## src/rtl/dice_turn_ctrl_if.sv

```systemverilog
// dice_turn_ctrl_if
// Bundles the player-side and dice-core-side signals of the turn scheduler.
//   req           : level push-button per player (bit i = player i)
//   throw         : current face value reported by the dice core
//   score_clr     : synchronous clear of every player's score
//   dice_button   : roll enable driven into the dice core
//   grant         : one-hot owner of the current turn, zero when idle
//   result_valid  : one-cycle pulse when a turn result is available
//   result_player : index of the player whose turn just completed
//   result_value  : captured throw of that turn
//   result_err    : captured throw was 0 or 7 and was not scored
//   score         : packed per-player scores, player i at [i*SCORE_W +: SCORE_W]
//   timeout       : only with DICE_TURN_TIMEOUT_EN, turn ended by roll time limit
// master modport = player/test side, slave modport = dice_turn_ctrl.
interface dice_turn_ctrl_if #(
    parameter int N_PLAYERS = 4,
    parameter int SCORE_W   = 8,
    parameter int PID_W     = 2
);
    logic [N_PLAYERS-1:0]         req;
    logic [2:0]                   throw;
    logic                         score_clr;
    logic                         dice_button;
    logic [N_PLAYERS-1:0]         grant;
    logic                         result_valid;
    logic [PID_W-1:0]             result_player;
    logic [2:0]                   result_value;
    logic                         result_err;
    logic [N_PLAYERS*SCORE_W-1:0] score;
`ifdef DICE_TURN_TIMEOUT_EN
    logic                         timeout;

    modport master (
        output req, throw, score_clr,
        input  dice_button, grant, result_valid, result_player,
               result_value, result_err, score, timeout
    );

    modport slave (
        input  req, throw, score_clr,
        output dice_button, grant, result_valid, result_player,
               result_value, result_err, score, timeout
    );
`else
    modport master (
        output req, throw, score_clr,
        input  dice_button, grant, result_valid, result_player,
               result_value, result_err, score
    );

    modport slave (
        input  req, throw, score_clr,
        output dice_button, grant, result_valid, result_player,
               result_value, result_err, score
    );
`endif
endinterface

```

## src/rtl/dice_turn_ctrl.sv

```systemverilog
// dice_turn_ctrl
// Shares one electronic dice between N_PLAYERS players. Player buttons are
// arbitrated round-robin; the granted player's turn drives the dice roll
// button for at least MIN_ROLL_CYCLES, then the settled throw is captured
// and added to that player's saturating score.
// Ports:
//   clk : rising-edge clock
//   rst : asynchronous reset, active low
//   bus : dice_turn_ctrl_if slave modport (req/throw/score_clr in,
//         dice_button/grant/result_*/score out)
// Optional feature macro: DICE_TURN_TIMEOUT_EN
//   Adds parameter MAX_ROLL_CYCLES and the interface output timeout; a
//   button held until roll_cnt reaches MAX_ROLL_CYCLES forces the turn to end.
module dice_turn_ctrl #(
    parameter int N_PLAYERS       = 4,
    parameter int MIN_ROLL_CYCLES = 8,
    parameter int SCORE_W         = 8,
    parameter int PID_W           = 2
`ifdef DICE_TURN_TIMEOUT_EN
   ,parameter int MAX_ROLL_CYCLES = 64
`endif
) (
    input logic             clk,
    input logic             rst,
    dice_turn_ctrl_if.slave bus
);

    typedef enum logic [1:0] {IDLE, ROLL, SETTLE, CAPTURE} state_t;

`ifdef DICE_TURN_TIMEOUT_EN
    localparam int CNT_LIMIT = MAX_ROLL_CYCLES;
`else
    localparam int CNT_LIMIT = MIN_ROLL_CYCLES;
`endif
    localparam int               CNT_W   = $clog2(CNT_LIMIT + 1);
    localparam logic [CNT_W-1:0] CNT_MIN = CNT_W'(MIN_ROLL_CYCLES);
    localparam logic [CNT_W-1:0] CNT_SAT = CNT_W'(CNT_LIMIT);

    state_t                 state;
    logic [PID_W-1:0]       ptr;
    logic [CNT_W-1:0]       roll_cnt;
    logic [SCORE_W-1:0]     scores [N_PLAYERS];
    logic                   dice_button_q;
    logic [N_PLAYERS-1:0]   grant_q;
    logic                   result_valid_q;
    logic [PID_W-1:0]       result_player_q;
    logic [2:0]             result_value_q;
    logic                   result_err_q;
`ifdef DICE_TURN_TIMEOUT_EN
    logic                   timed_out;
    logic                   timeout_q;
`endif

    logic                   any_req;
    logic [PID_W-1:0]       sel;
    logic [PID_W-1:0]       idx;
    logic                   throw_ok;
    logic [SCORE_W+2:0]     sum;
    logic [SCORE_W-1:0]     sat_score;

    // Round-robin pick: scan from the player after the last owner, wrapping,
    // and keep the first requester found.
    always_comb begin
        any_req = 1'b0;
        sel     = ptr;
        idx     = ptr;
        for (int i = 1; i <= N_PLAYERS; i++) begin
            idx = PID_W'((int'(ptr) + i) % N_PLAYERS);
            if (!any_req && bus.req[idx]) begin
                any_req = 1'b1;
                sel     = idx;
            end
        end
    end

    // Saturating score update for the current owner; extra headroom bits
    // make the overflow check a simple compare.
    always_comb begin
        throw_ok  = (bus.throw != 3'd0) && (bus.throw != 3'd7);
        sum       = {3'b000, scores[ptr]} + {{SCORE_W{1'b0}}, bus.throw};
        sat_score = (sum > {3'b000, {SCORE_W{1'b1}}}) ? {SCORE_W{1'b1}}
                                                       : sum[SCORE_W-1:0];
    end

    // Turn FSM. The pointer doubles as the current owner index once a turn
    // is granted. score_clr is applied last so it overrides a same-cycle
    // score update while the result itself is still reported.
    always_ff @(posedge clk or negedge rst) begin
        if (!rst) begin
            state           <= IDLE;
            ptr             <= PID_W'(N_PLAYERS - 1);
            roll_cnt        <= '0;
            dice_button_q   <= 1'b0;
            grant_q         <= '0;
            result_valid_q  <= 1'b0;
            result_player_q <= '0;
            result_value_q  <= '0;
            result_err_q    <= 1'b0;
`ifdef DICE_TURN_TIMEOUT_EN
            timed_out       <= 1'b0;
            timeout_q       <= 1'b0;
`endif
            for (int i = 0; i < N_PLAYERS; i++) begin
                scores[i] <= '0;
            end
        end else begin
            case (state)
                IDLE: begin
                    if (any_req) begin
                        grant_q       <= N_PLAYERS'(1) << sel;
                        ptr           <= sel;
                        dice_button_q <= 1'b1;
                        roll_cnt      <= CNT_W'(1);
                        state         <= ROLL;
                    end
                end
                ROLL: begin
                    if (!bus.req[ptr] && (roll_cnt >= CNT_MIN)) begin
                        dice_button_q <= 1'b0;
                        roll_cnt      <= '0;
                        state         <= SETTLE;
`ifdef DICE_TURN_TIMEOUT_EN
                    end else if (roll_cnt >= CNT_SAT) begin
                        dice_button_q <= 1'b0;
                        roll_cnt      <= '0;
                        timed_out     <= 1'b1;
                        state         <= SETTLE;
`endif
                    end else if (roll_cnt < CNT_SAT) begin
                        roll_cnt <= roll_cnt + CNT_W'(1);
                    end
                end
                SETTLE: begin
                    result_value_q  <= bus.throw;
                    result_player_q <= ptr;
                    result_valid_q  <= 1'b1;
                    result_err_q    <= !throw_ok;
                    if (throw_ok) begin
                        scores[ptr] <= sat_score;
                    end
`ifdef DICE_TURN_TIMEOUT_EN
                    timeout_q <= timed_out;
                    timed_out <= 1'b0;
`endif
                    state <= CAPTURE;
                end
                CAPTURE: begin
                    result_valid_q <= 1'b0;
                    result_err_q   <= 1'b0;
                    grant_q        <= '0;
`ifdef DICE_TURN_TIMEOUT_EN
                    timeout_q      <= 1'b0;
`endif
                    state          <= IDLE;
                end
                default: state <= IDLE;
            endcase
            if (bus.score_clr) begin
                for (int i = 0; i < N_PLAYERS; i++) begin
                    scores[i] <= '0;
                end
            end
        end
    end

    assign bus.dice_button   = dice_button_q;
    assign bus.grant         = grant_q;
    assign bus.result_valid  = result_valid_q;
    assign bus.result_player = result_player_q;
    assign bus.result_value  = result_value_q;
    assign bus.result_err    = result_err_q;
`ifdef DICE_TURN_TIMEOUT_EN
    assign bus.timeout       = timeout_q;
`endif

    for (genvar g = 0; g < N_PLAYERS; g++) begin : g_score
        assign bus.score[g*SCORE_W +: SCORE_W] = scores[g];
    end

endmodule

```

## src/flat_wrapper.sv

```systemverilog
// flat-port wrapper written by rule: the top's interface ports become plain ports
module dice_turn_ctrl_flat 
#(
    parameter int N_PLAYERS       = 4,
    parameter int MIN_ROLL_CYCLES = 8,
    parameter int SCORE_W         = 8,
    parameter int PID_W           = 2

)
  (clk, rst, bus_req, bus_throw, bus_score_clr, bus_dice_button, bus_grant, bus_result_valid, bus_result_player, bus_result_value, bus_result_err, bus_score);
  dice_turn_ctrl_if #(.N_PLAYERS(N_PLAYERS), .SCORE_W(SCORE_W), .PID_W(PID_W)) bus_i ();
  input logic clk;
  input logic rst;
  input wire logic [$bits(bus_i.req)-1:0] bus_req;
  input wire logic [$bits(bus_i.throw)-1:0] bus_throw;
  input wire logic [$bits(bus_i.score_clr)-1:0] bus_score_clr;
  output wire logic [$bits(bus_i.dice_button)-1:0] bus_dice_button;
  output wire logic [$bits(bus_i.grant)-1:0] bus_grant;
  output wire logic [$bits(bus_i.result_valid)-1:0] bus_result_valid;
  output wire logic [$bits(bus_i.result_player)-1:0] bus_result_player;
  output wire logic [$bits(bus_i.result_value)-1:0] bus_result_value;
  output wire logic [$bits(bus_i.result_err)-1:0] bus_result_err;
  output wire logic [$bits(bus_i.score)-1:0] bus_score;
  assign bus_i.req = bus_req;
  assign bus_i.throw = bus_throw;
  assign bus_i.score_clr = bus_score_clr;
  assign bus_dice_button = bus_i.dice_button;
  assign bus_grant = bus_i.grant;
  assign bus_result_valid = bus_i.result_valid;
  assign bus_result_player = bus_i.result_player;
  assign bus_result_value = bus_i.result_value;
  assign bus_result_err = bus_i.result_err;
  assign bus_score = bus_i.score;
  dice_turn_ctrl #(.N_PLAYERS(N_PLAYERS), .MIN_ROLL_CYCLES(MIN_ROLL_CYCLES), .SCORE_W(SCORE_W), .PID_W(PID_W)) u_core (.clk(clk), .rst(rst), .bus(bus_i));
endmodule
```

## config.mk

```make
export PLATFORM = sky130hd
export DESIGN_NAME = dice_turn_ctrl_flat
export DESIGN_NICKNAME = d
export VERILOG_FILES = /design/src/rtl/dice_turn_ctrl_if.sv /design/src/rtl/dice_turn_ctrl.sv /design/src/flat_wrapper.sv
export SDC_FILE = /design/constraint.sdc
export NUM_CORES = 1
export LEC_CHECK = 0
export BUFFER_PORTS_ARGS = -buffer_cell sky130_fd_sc_hd__buf_2
export CORE_MARGIN = 10
export CORE_UTILIZATION = 56
export CTS_CLUSTER_SIZE = 20
export DETAILED_ROUTE_END_ITERATION = 16
export PLACE_DENSITY = 0.8
export SLEW_MARGIN = 20
export SYNTH_ARGS = -nofsm -noshare
export SYNTH_HDL_FRONTEND = slang
export SYNTH_SLANG_ARGS = --single-unit
```

## constraint.sdc

```tcl
create_clock -name clk -period 6.1 [get_ports clk]
set_input_delay 0.915 -clock clk [delete_from_list [all_inputs] [get_ports clk]]
set_output_delay 0.915 -clock clk [all_outputs]
set_load 0.01 [all_outputs]
```

==> flow_summary.json, run 1 <==
{
  "ios": 54,
  "nets": 367,
  "r2r-end": "u_core.state[1]$_DFFE_PN0P_",
  "hold-path-endpoint": "u_core.bus.result_valid$_DFFE_PN0P_",
  "rows": 26,
  "path_class": "reg2reg",
  "irDropWorstVdd_uv": 195,
  "path_max_fanout": 24,
  "synthFlopType": "dfrtp_1",
  "die_h_um": 93.9,
  "io_buffers": 53,
  "globalplace.congestion": 0.867,
  "grt_pass1_vias": 2472,
  "critPathRequiredTime_ns": 6.30,
  "slew_viol_final": 0,
  "finalHoldViolCount": 0,
  "track_usage": 0.178,
  "routedWlPerCell_um": 18.2,
  "yosysWarnings": 0,
  "drc": 0,
  "holdCritStartpoint": "u_core.bus.result_valid$_DFFE_PN0P_",
  "antenna_found_initial": 0,
  "ctsHtreeMaxLevel": 2,
  "synth-edff-count": 0,
  "dp_hpwl_mm": 5.34,
  "grt_max_degree": 53,
  "die_w_um": 93.9,
  "yosys.area.top_type_share": 0.410,
  "wl_mm": 7.54,
  "clock_skew_ns": 0.00493,
  "hold_path_depth": 2,
  "start_kind": "flip-flop",
  "netlist_area_sq_um": 3060,
  "fin_crit_sh": 0.539,
  "root_buffer": "clkbuf_8",
  "ys_ff_latch": 52,
  "crit_path_cell_trace": "inv_1, ha_1, mux4_2, nor2_2, o2111ai_2, nor2_2, nor2_2, mux2_4",
  "start_util": 0.587,
  "drt_iter0_drc": 174,
  "worstPathArrival_ns": 3.49,
  "fin_tns_setup_ns": 0,
  "power_w": 0.00151,
  "rsz0062_at_grt": "no",
  "synthArstFlopShare": 1.00,
  "cts_tree": "built",
  "leakage_nw": 1.65,
  "synth_cell_types": 59,
  "synth_area_leaders": "dfrtp_1, mux4_2, ha_1",
  "slowest_stage": "dfstp_2",
  "drive_above_1_share": 0.288,
  "finalNonFillerCells": 414,
  "clk-insertion-delay-late_ns": 0.31,
  "core_sq_um": 5200,
  "endpoint_kind": "flip-flop",
  "timing.hold.ws_ns": 0.501,
  "via_count": 2496,
  "layout_min_cycle_time_ns": 3.29,
  "r2r_start": "u_core.ptr[0]$_DFFE_PN1P_",
  "area_growth_pct": 13.0,
  "status": "completed",
  "dp_cells": 406,
  "rrSetupSlack_ns": 2.81,
  "antenna_left": 0,
  "yosysTopAreaCell": "dfrtp_1",
  "cp_num_buf_inv": 1,
  "clockBufferDepth": 2,
  "drt_pre_antenna_iters": 4,
  "diodes": 0,
  "cts_resized": 0,
  "cts_sinks": 52,
  "max_slew.worst_pin.slew_ns": 0.676,
  "cpMostUsedCell": "nor2_2",
  "synth_cells": 297,
  "hold_buffers": 0,
  "path_clk_slew_ns": 0.10,
  "grt_pass1_wl_mm": 12.6,
  "max_cap_viol_count": 0,
  "final-setup-viol-count": 0,
  "slew_headroom": 0.549,
  "avgViaCountPerCell": 6.03,
  "timing.fmax_mhz": 304,
  "numCtsBuffers": 5,
  "post_cts_buffers": 0,
  "power.density_nw_per_um2": 437,
  "yosysSeqAreaShare": 0.427,
  "grt_overflow_total": 0,
  "hold_class": "reg2reg",
  "synthesis.nets": 321,
  "r2r_cells": 8,
  "cp_top_family": "flip-flops",
  "fp.dieArea_sq_um": 8810,
  "syn_avg_cell_area_sq_um": 10.3,
  "cp_slowest_stage_delay_ns": 0.94
}
==> logic make-up after synthesis <==
logic type | Yosys count | synth area share
flip-flops | 52 | 0.427
multiplexers | 22 | 0.122
AO/OA/AOI/OAI | 58 | 0.149
adder cells (fa/ha/maj) | 14 | 0.0598
buffers and inverters | 24 | 0.0356
AND/OR/NAND/NOR | 125 | 0.201
XOR/XNOR | 2 | 0.00573
==> tightest hold or removal path, delay by kind of cell (launching register included) <==
| family | cells | cell delay, ns |
|---|---|---|
| and+or+nand+nor | 2 | 0.11 |
| DFF | 1 | 0.35 |
==> registers in the layout, indices dropped and copies added, names as in the netlist <==
name	flops
u_core.bus.result_player	2
u_core.bus.grant	4
u_core.ptr	2
u_core.bus.result_value	3
u_core.roll_cnt	4
u_core.bus.score	32
u_core.bus.dice_button	1
u_core.state	2
u_core.bus.result_err	1
u_core.bus.result_valid	1
==> worst max-delay path by stage <==
| stage | start | endpoint | slack (ns) | depth (start not counted) |
|---|---|---|---|---|
| final | u_core.ptr[0]$_DFFE_PN1P_ | u_core.state[1]$_DFFE_PN0P_ | 2.81 | 8 |
| after global routing | u_core.ptr[0]$_DFFE_PN1P_ | u_core.roll_cnt[2]$_DFFE_PN0P_ | 2.54 | 8 |
| after CTS | u_core.ptr[0]$_DFFE_PN1P_ | u_core.state[1]$_DFFE_PN0P_ | 2.82 | 8 |
| after detailed placement | u_core.ptr[0]$_DFFE_PN1P_ | u_core.state[1]$_DFFE_PN0P_ | 2.85 | 8 |
| after global placement | u_core.ptr[0]$_DFFE_PN1P_ | u_core.state[1]$_DFFE_PN0P_ | 2.96 | 8 |
| after floorplan | u_core.ptr[0]$_DFFE_PN1P_ | u_core.bus.score[29]$_DFFE_PN0P_ | 3.32 | 9 |
==> per-layer routing <==
metal / share of wire / GRT usage / up-vias
met4: 0.011 / 0.0658 / 0
met3: 0.088 / 0.0496 / 8
met5: 0 / 0 / -
met1: 0.44 / 0.236 / 1231
li1: - / - / 1171
met2: 0.46 / 0.268 / 86
==> synth_stat cells, drive strengths merged, types with 6 or more instances <==
library cell  count
nand2            28
dfrtp            50
and2              6
buf               6
clkbuf            9
nor3             17
nand3b            6
a21oi            13
inv               9
mux2             10
o21ai             9
mux4             10
nor2             44
ha               13
==> layout make-up <==
type / count / area (sq um)
clock buffer: 5 / 68.8
sequential: 52 / 1300
inverter: 9 / 33.8
multi-input combinational: 221 / 1640
clock inverter: 3 / 42.5
tap: 70 / 87.6
timing repair buffer: 54 / 273
fill: 429 / 1750
==> placed cells by master, fill, tap and decap left out, types with 6 or more instances in the layout <==
cell type,n
buf_2,53
dfrtp_1,50
nor2_1,41
nand2_1,28
nor3_1,17
a21oi_1,13
ha_1,13
inv_1,9
mux2_2,9
mux4_2,8
o21ai_0,8
and2_1,6
nand3b_1,6
==> power by group <==
| group | switching [W] | internal (W) | total, W |
|---|---|---|---|
| combinational | 0.000412 | 0.000322 | 0.000734 |
| clock | 0.000117 | 0.000122 | 0.000239 |
| sequential | 0.000105 | 0.000430 | 0.000535 |
==> through the flow <==
stage / instance area [sq um] / util / setup slack (ns)
after floorplan: 3060 / - / 3.32
after global placement: 3340 / 0.642 / 2.96
after detailed placement: 3340 / 0.642 / 2.85
after CTS: 3450 / 0.663 / 2.82
after global routing: 3450 / 0.663 / 2.54
final: 3450 / 0.663 / 2.81
Power figures use the tool's default switching activity.
==> run 2: changes to the inputs <==
==> constraint.sdc (replaced) <==
create_clock -name clk -period 3.3 [get_ports clk]
set_input_delay 0.495 -clock clk [delete_from_list [all_inputs] [get_ports clk]]
set_output_delay 0.495 -clock clk [all_outputs]
set_load 0.01 [all_outputs]
==> flow_summary.json, run 2 (same netlist as run 1, synthesis figures left out) <==
{
  "grt_pass1_vias": 2441,
  "timing.fmax_mhz": 353,
  "die_w_um": 93.9,
  "cts_tree": "built",
  "ios": 54,
  "cp_top_family": "multiplexers",
  "drt_pre_antenna_iters": 4,
  "drt_iter0_drc": 184,
  "start_kind": "flip-flop",
  "worstPathArrival_ns": 3.03,
  "path_clk_slew_ns": 0.10,
  "io_buffers": 53,
  "drive_above_1_share": 0.289,
  "r2r-end": "u_core.state[1]$_DFFE_PN0P_",
  "root_buffer": "clkbuf_8",
  "irDropWorstVdd_uv": 477,
  "slew_viol_final": 0,
  "cp_num_buf_inv": 1,
  "routedWlPerCell_um": 17.9,
  "path_class": "reg2reg",
  "clock_skew_ns": 0.00606,
  "slowest_stage": "dfstp_2",
  "r2r_start": "u_core.ptr[0]$_DFFE_PN1P_",
  "power.density_nw_per_um2": 795,
  "leakage_nw": 1.65,
  "fin_tns_setup_ns": 0,
  "grt_pass1_wl_mm": 12.4,
  "rrSetupSlack_ns": 0.47,
  "cts_resized": 0,
  "final_cell_mix": "buf_2, dfrtp_1, nor2_1",
  "largest_reg_flops": 32,
  "finalNonFillerCells": 416,
  "seq_power_share": 0.331,
  "hold_buffers": 0,
  "final_common_cell": "buf_2",
  "cp_slowest_stage_delay_ns": 0.65,
  "grt_overflow_total": 0,
  "numCtsBuffers": 5,
  "start_util": 0.587,
  "area_growth_pct": 12.9,
  "slew_headroom": 0.557,
  "postPlaceCellArea_sq_um": 3360,
  "critPathRequiredTime_ns": 3.50,
  "avgViaCountPerCell": 5.98,
  "core_sq_um": 5200,
  "layout_min_cycle_time_ns": 2.83,
  "setup_slack_ns": 0.466,
  "grt_max_degree": 37,
  "r2r_cells": 8,
  "wl_mm": 7.45,
  "antenna_left": 0,
  "clk-insertion-delay-late_ns": 0.31,
  "track_usage": 0.173,
  "status": "completed",
  "rows": 26,
  "crit_path_cell_trace": "inv_1, ha_1, mux4_2, nor2_2, o2111ai_2, nor2_2, nor2_2, mux2_4",
  "max_cap_viol_count": 0,
  "endpoint_kind": "flip-flop",
  "cts_sinks": 52,
  "place_ws_ns": 0.479,
  "globalplace.congestion": 0.909,
  "drc": 0,
  "post_cts_buffers": 0,
  "fin_crit_sh": 0.859,
  "cpMostUsedCell": "nor2_2",
  "max_slew.worst_pin.slew_ns": 0.665,
  "ctsHtreeMaxLevel": 2,
  "final-setup-viol-count": 0,
  "nets": 369,
  "rsz0062_at_grt": "no",
  "p_int_w": 0.00157,
  "path_max_fanout": 11,
  "finalHoldViolCount": 0,
  "dp_hpwl_mm": 5.43,
  "antenna_found_initial": 0,
  "clockPowerShare": 0.142,
  "clockBufferDepth": 2,
  "p_sw_frac": 0.426,
  "timing.hold.ws_ns": 0.179,
  "diodes": 0,
  "hold_class": "in2async",
  "via_count": 2488,
  "fin_area_sq_um": 3450,
  "dp_cells": 408,
  "die_h_um": 93.9,
  "pwr-share-comb": 0.528,
  "fp.dieArea_sq_um": 8810,
  "p_switching_w": 0.00117
}
## run 2: layout make-up
type,instances,area (sq um)
sequential,52,1300
timing repair buffer,56,288
multi-input combinational,221,1640
tap,70,87.6
fill,443,1760
inverter,9,33.8
clock buffer,7,86.3
clock inverter,1,7.51
## run 2: how the worst max path moves through the flow
stage	startpoint	end	slack [ns]	depth (start not counted)
after detailed placement	u_core.ptr[0]$_DFFE_PN1P_	u_core.state[1]$_DFFE_PN0P_	0.48	8
final	u_core.ptr[0]$_DFFE_PN1P_	u_core.state[1]$_DFFE_PN0P_	0.47	8
after global placement	u_core.ptr[0]$_DFFE_PN1P_	u_core.state[1]$_DFFE_PN0P_	0.56	8
after CTS	u_core.ptr[0]$_DFFE_PN1P_	u_core.state[1]$_DFFE_PN0P_	0.47	8
after global routing	u_core.ptr[0]$_DFFE_PN1P_	u_core.state[1]$_DFFE_PN0P_	0.31	8
after floorplan	u_core.ptr[0]$_DFFE_PN1P_	u_core.bus.score[29]$_DFFE_PN0P_	0.52	9
## run 2: power by group through the flow
stage	sequential [W]	clock [W]	combinational (W)
after floorplan	0.000954	0	0.00105
after global placement	0.000912	0	0.00141
after detailed placement	0.000919	0	0.00144
after CTS	0.000907	0.000392	0.00145
after global routing	0.000926	0.000417	0.00159
final	0.000908	0.000389	0.00145
## run 2: worst reg2reg max path, cell delays in order, from the launching register on
cell       delay, ns
dfstp_2         0.65
inv_1           0.15
ha_1            0.53
mux4_2          0.43
nor2_2          0.17
o2111ai_2       0.20
nor2_2          0.22
nor2_2          0.08
mux2_4          0.29
## run 2: per-stage QoR
stage                     total power (W)   util
after floorplan                   0.00200      -
after global placement            0.00232  0.645
after global routing              0.00293  0.663
after detailed placement          0.00236  0.645
final                             0.00274  0.663
after CTS                         0.00275  0.663
## run 2: layer usage
metal	GRT usage	vias to the layer above	routed length [um]
li1	-	1165	-
met1	0.233	1224	3290
met2	0.275	93	3550
met3	0.0328	6	547
met4	0.0506	0	55
met5	0	-	0
==> run 3: changes to the inputs <==
--- a/config.mk
+++ b/config.mk
@@ -5,12 +5,12 @@
 export SDC_FILE = /design/constraint.sdc
 export NUM_CORES = 1
 export LEC_CHECK = 0
-export BUFFER_PORTS_ARGS = -buffer_cell sky130_fd_sc_hd__buf_2
 export CORE_MARGIN = 10
 export CORE_UTILIZATION = 56
 export CTS_CLUSTER_SIZE = 20
 export DETAILED_ROUTE_END_ITERATION = 16
-export PLACE_DENSITY = 0.8
+export DONT_BUFFER_PORTS = 1
+export PLACE_DENSITY = 0.71
 export SLEW_MARGIN = 20
 export SYNTH_ARGS = -nofsm -noshare
 export SYNTH_HDL_FRONTEND = slang
==> flow_summary.json, run 3 (same netlist as run 1, synthesis figures left out) <==
{
  "wl_mm": 7.35,
  "final_util": 0.621,
  "critPathLaunch": "u_core.ptr[0]$_DFFE_PN1P_",
  "worstPathArrival_ns": 3.00,
  "antenna_left": 0,
  "drt_iter0_drc": 139,
  "globalplace.congestion": 0.931,
  "grt_overflow_total": 0,
  "fin_crit_sh": 0.850,
  "endpoint_kind": "flip-flop",
  "io_buffers": 0,
  "power.density_nw_per_um2": 836,
  "routedWlPerCell_um": 20.2,
  "numCtsBuffers": 5,
  "diodes": 0,
  "hold_class": "in2async",
  "leakage_nw": 1.41,
  "dp_hpwl_mm": 5.21,
  "irDropWorstVdd_uv": 472,
  "cts_sinks": 52,
  "rsz0062_at_grt": "no",
  "path_class": "reg2reg",
  "grt_pass1_vias": 2136,
  "finalHoldViolCount": 0,
  "grt_max_degree": 51,
  "rrSetupSlack_ns": 0.49,
  "clk-insertion-delay-late_ns": 0.31,
  "ctsHtreeMaxLevel": 2,
  "clock_skew_ns": 0.00718,
  "r2r-end": "u_core.state[1]$_DFFE_PN0P_",
  "status": "completed",
  "die_h_um": 93.9,
  "via_count": 2252,
  "drt_pre_antenna_iters": 4,
  "die_w_um": 93.9,
  "cts_tree": "built",
  "multi_input_area_sq_um": 1640,
  "cpMostUsedCell": "nor2_2",
  "start_util": 0.587,
  "root_buffer": "clkbuf_8",
  "drc": 0,
  "final_common_cell": "dfrtp_1",
  "max_slew.worst_pin.slew_ns": 0.475,
  "ios": 54,
  "final_cell_mix": "dfrtp_1, nor2_1, nand2_1",
  "fin_tns_setup_ns": 0,
  "crit_path_cell_trace": "inv_1, ha_1, mux4_2, nor2_2, o2111ai_2, nor2_2, nor2_2, mux2_4",
  "layout_min_cycle_time_ns": 2.81,
  "timing.fmax_mhz": 356,
  "cts_resized": 0,
  "avgViaCountPerCell": 6.19,
  "path_max_fanout": 11,
  "rows": 26,
  "r2r_start": "u_core.ptr[0]$_DFFE_PN1P_",
  "r2r_cells": 8,
  "slew_viol_final": 0,
  "antenna_found_initial": 0,
  "fp.dieArea_sq_um": 8810,
  "max_cap_viol_count": 0,
  "cp_slowest_stage_delay_ns": 0.63,
  "track_usage": 0.169,
  "slowest_stage": "dfstp_2",
  "start_kind": "flip-flop",
  "clockBufferDepth": 2,
  "fill_cells": 429,
  "slew_headroom": 0.683,
  "largest_reg_flops": 32,
  "drive_above_1_share": 0.160,
  "nets": 317,
  "critPathRequiredTime_ns": 3.50,
  "area_growth_pct": 5.77,
  "crit_end": "u_core.state[1]$_DFFE_PN0P_",
  "register_area_sq_um": 1300,
  "path_clk_slew_ns": 0.10,
  "final-setup-viol-count": 0,
  "grt_pass1_wl_mm": 11.8,
  "core_sq_um": 5200
}
## run 3: cell count changes in the layout (fill, tap and decap cells not counted), sizes merged
cell,delta
clkinvlp,-1
dlygate4sd3,+1
buf,-53
clkbuf,-1
bufinv,+1
inv,+1
## run 3: repair_timing
action,4_1_cts,5_1_grt
hold buffers,1,1
buffers inserted,0,0
endpoints found under the hold margin,50,2
## run 3: cell type report
class	count	share of cell area
sequential	52	0.403
clock buffer	6	0.0225
tap	70	0.0271
inverter	9	0.0105
timing repair buffer	4	0.0163
clock inverter	2	0.0120
multi-input combinational	221	0.508
## run 3: layer usage
layer  part of all wire  wire (um)  GRT usage  vias to the layer above
met5                  0          0          0                        -
met4              0.011         78     0.0430                        0
met3               0.11        774     0.0647                        6
met2               0.46       3410      0.256                       81
met1               0.42       3100      0.222                     1109
li1                   -          -          -                     1056
## run 3: how the worst min path moves through the flow
stage,startpoint,endpoint,slack (ns),cells past startpoint
finish,rst,u_core.bus.score[10]$_DFFE_PN0P_,0.03,1
global route,rst,u_core.bus.score[10]$_DFFE_PN0P_,0.03,1
CTS,rst,u_core.ptr[0]$_DFFE_PN1P_,0.006,0
detailed placement,rst,u_core.bus.score[1]$_DFFE_PN0P_,0.20,0
global placement,rst,u_core.bus.score[9]$_DFFE_PN0P_,0.20,0
floorplan,rst,u_core.bus.dice_button$_DFFE_PN0P_,0.20,0
## run 3: report_power, final
| part | internal, W | total [W] | switching, W |
|---|---|---|---|
| combinational | 0.000542 | 0.00128 | 0.000734 |
| clock | 0.000229 | 0.000445 | 0.000216 |
| sequential | 0.000793 | 0.000982 | 0.000188 |
## run 3: worst max-delay path: cells and delay by family (launching register included)
family / cells / cell delay (ns)
flops: 1 / 0.63
compound gates: 1 / 0.20
fa+ha+maj: 1 / 0.53
mux: 2 / 0.72
simple gates: 3 / 0.48
buf+inv: 1 / 0.14
## run 3: per-stage QoR
stage	cell area, sq um	hold slack (ns)	setup slack [ns]	power, W	instances
floorplan	3060	0.199	0.525	0.00200	297
global placement	3080	0.202	0.578	0.00221	354
detailed placement	3080	0.202	0.524	0.00225	354
CTS	3220	0.00636	0.508	0.00271	363
global route	3230	0.0349	0.294	0.00291	364
finish	3230	0.0294	0.494	0.00270	364
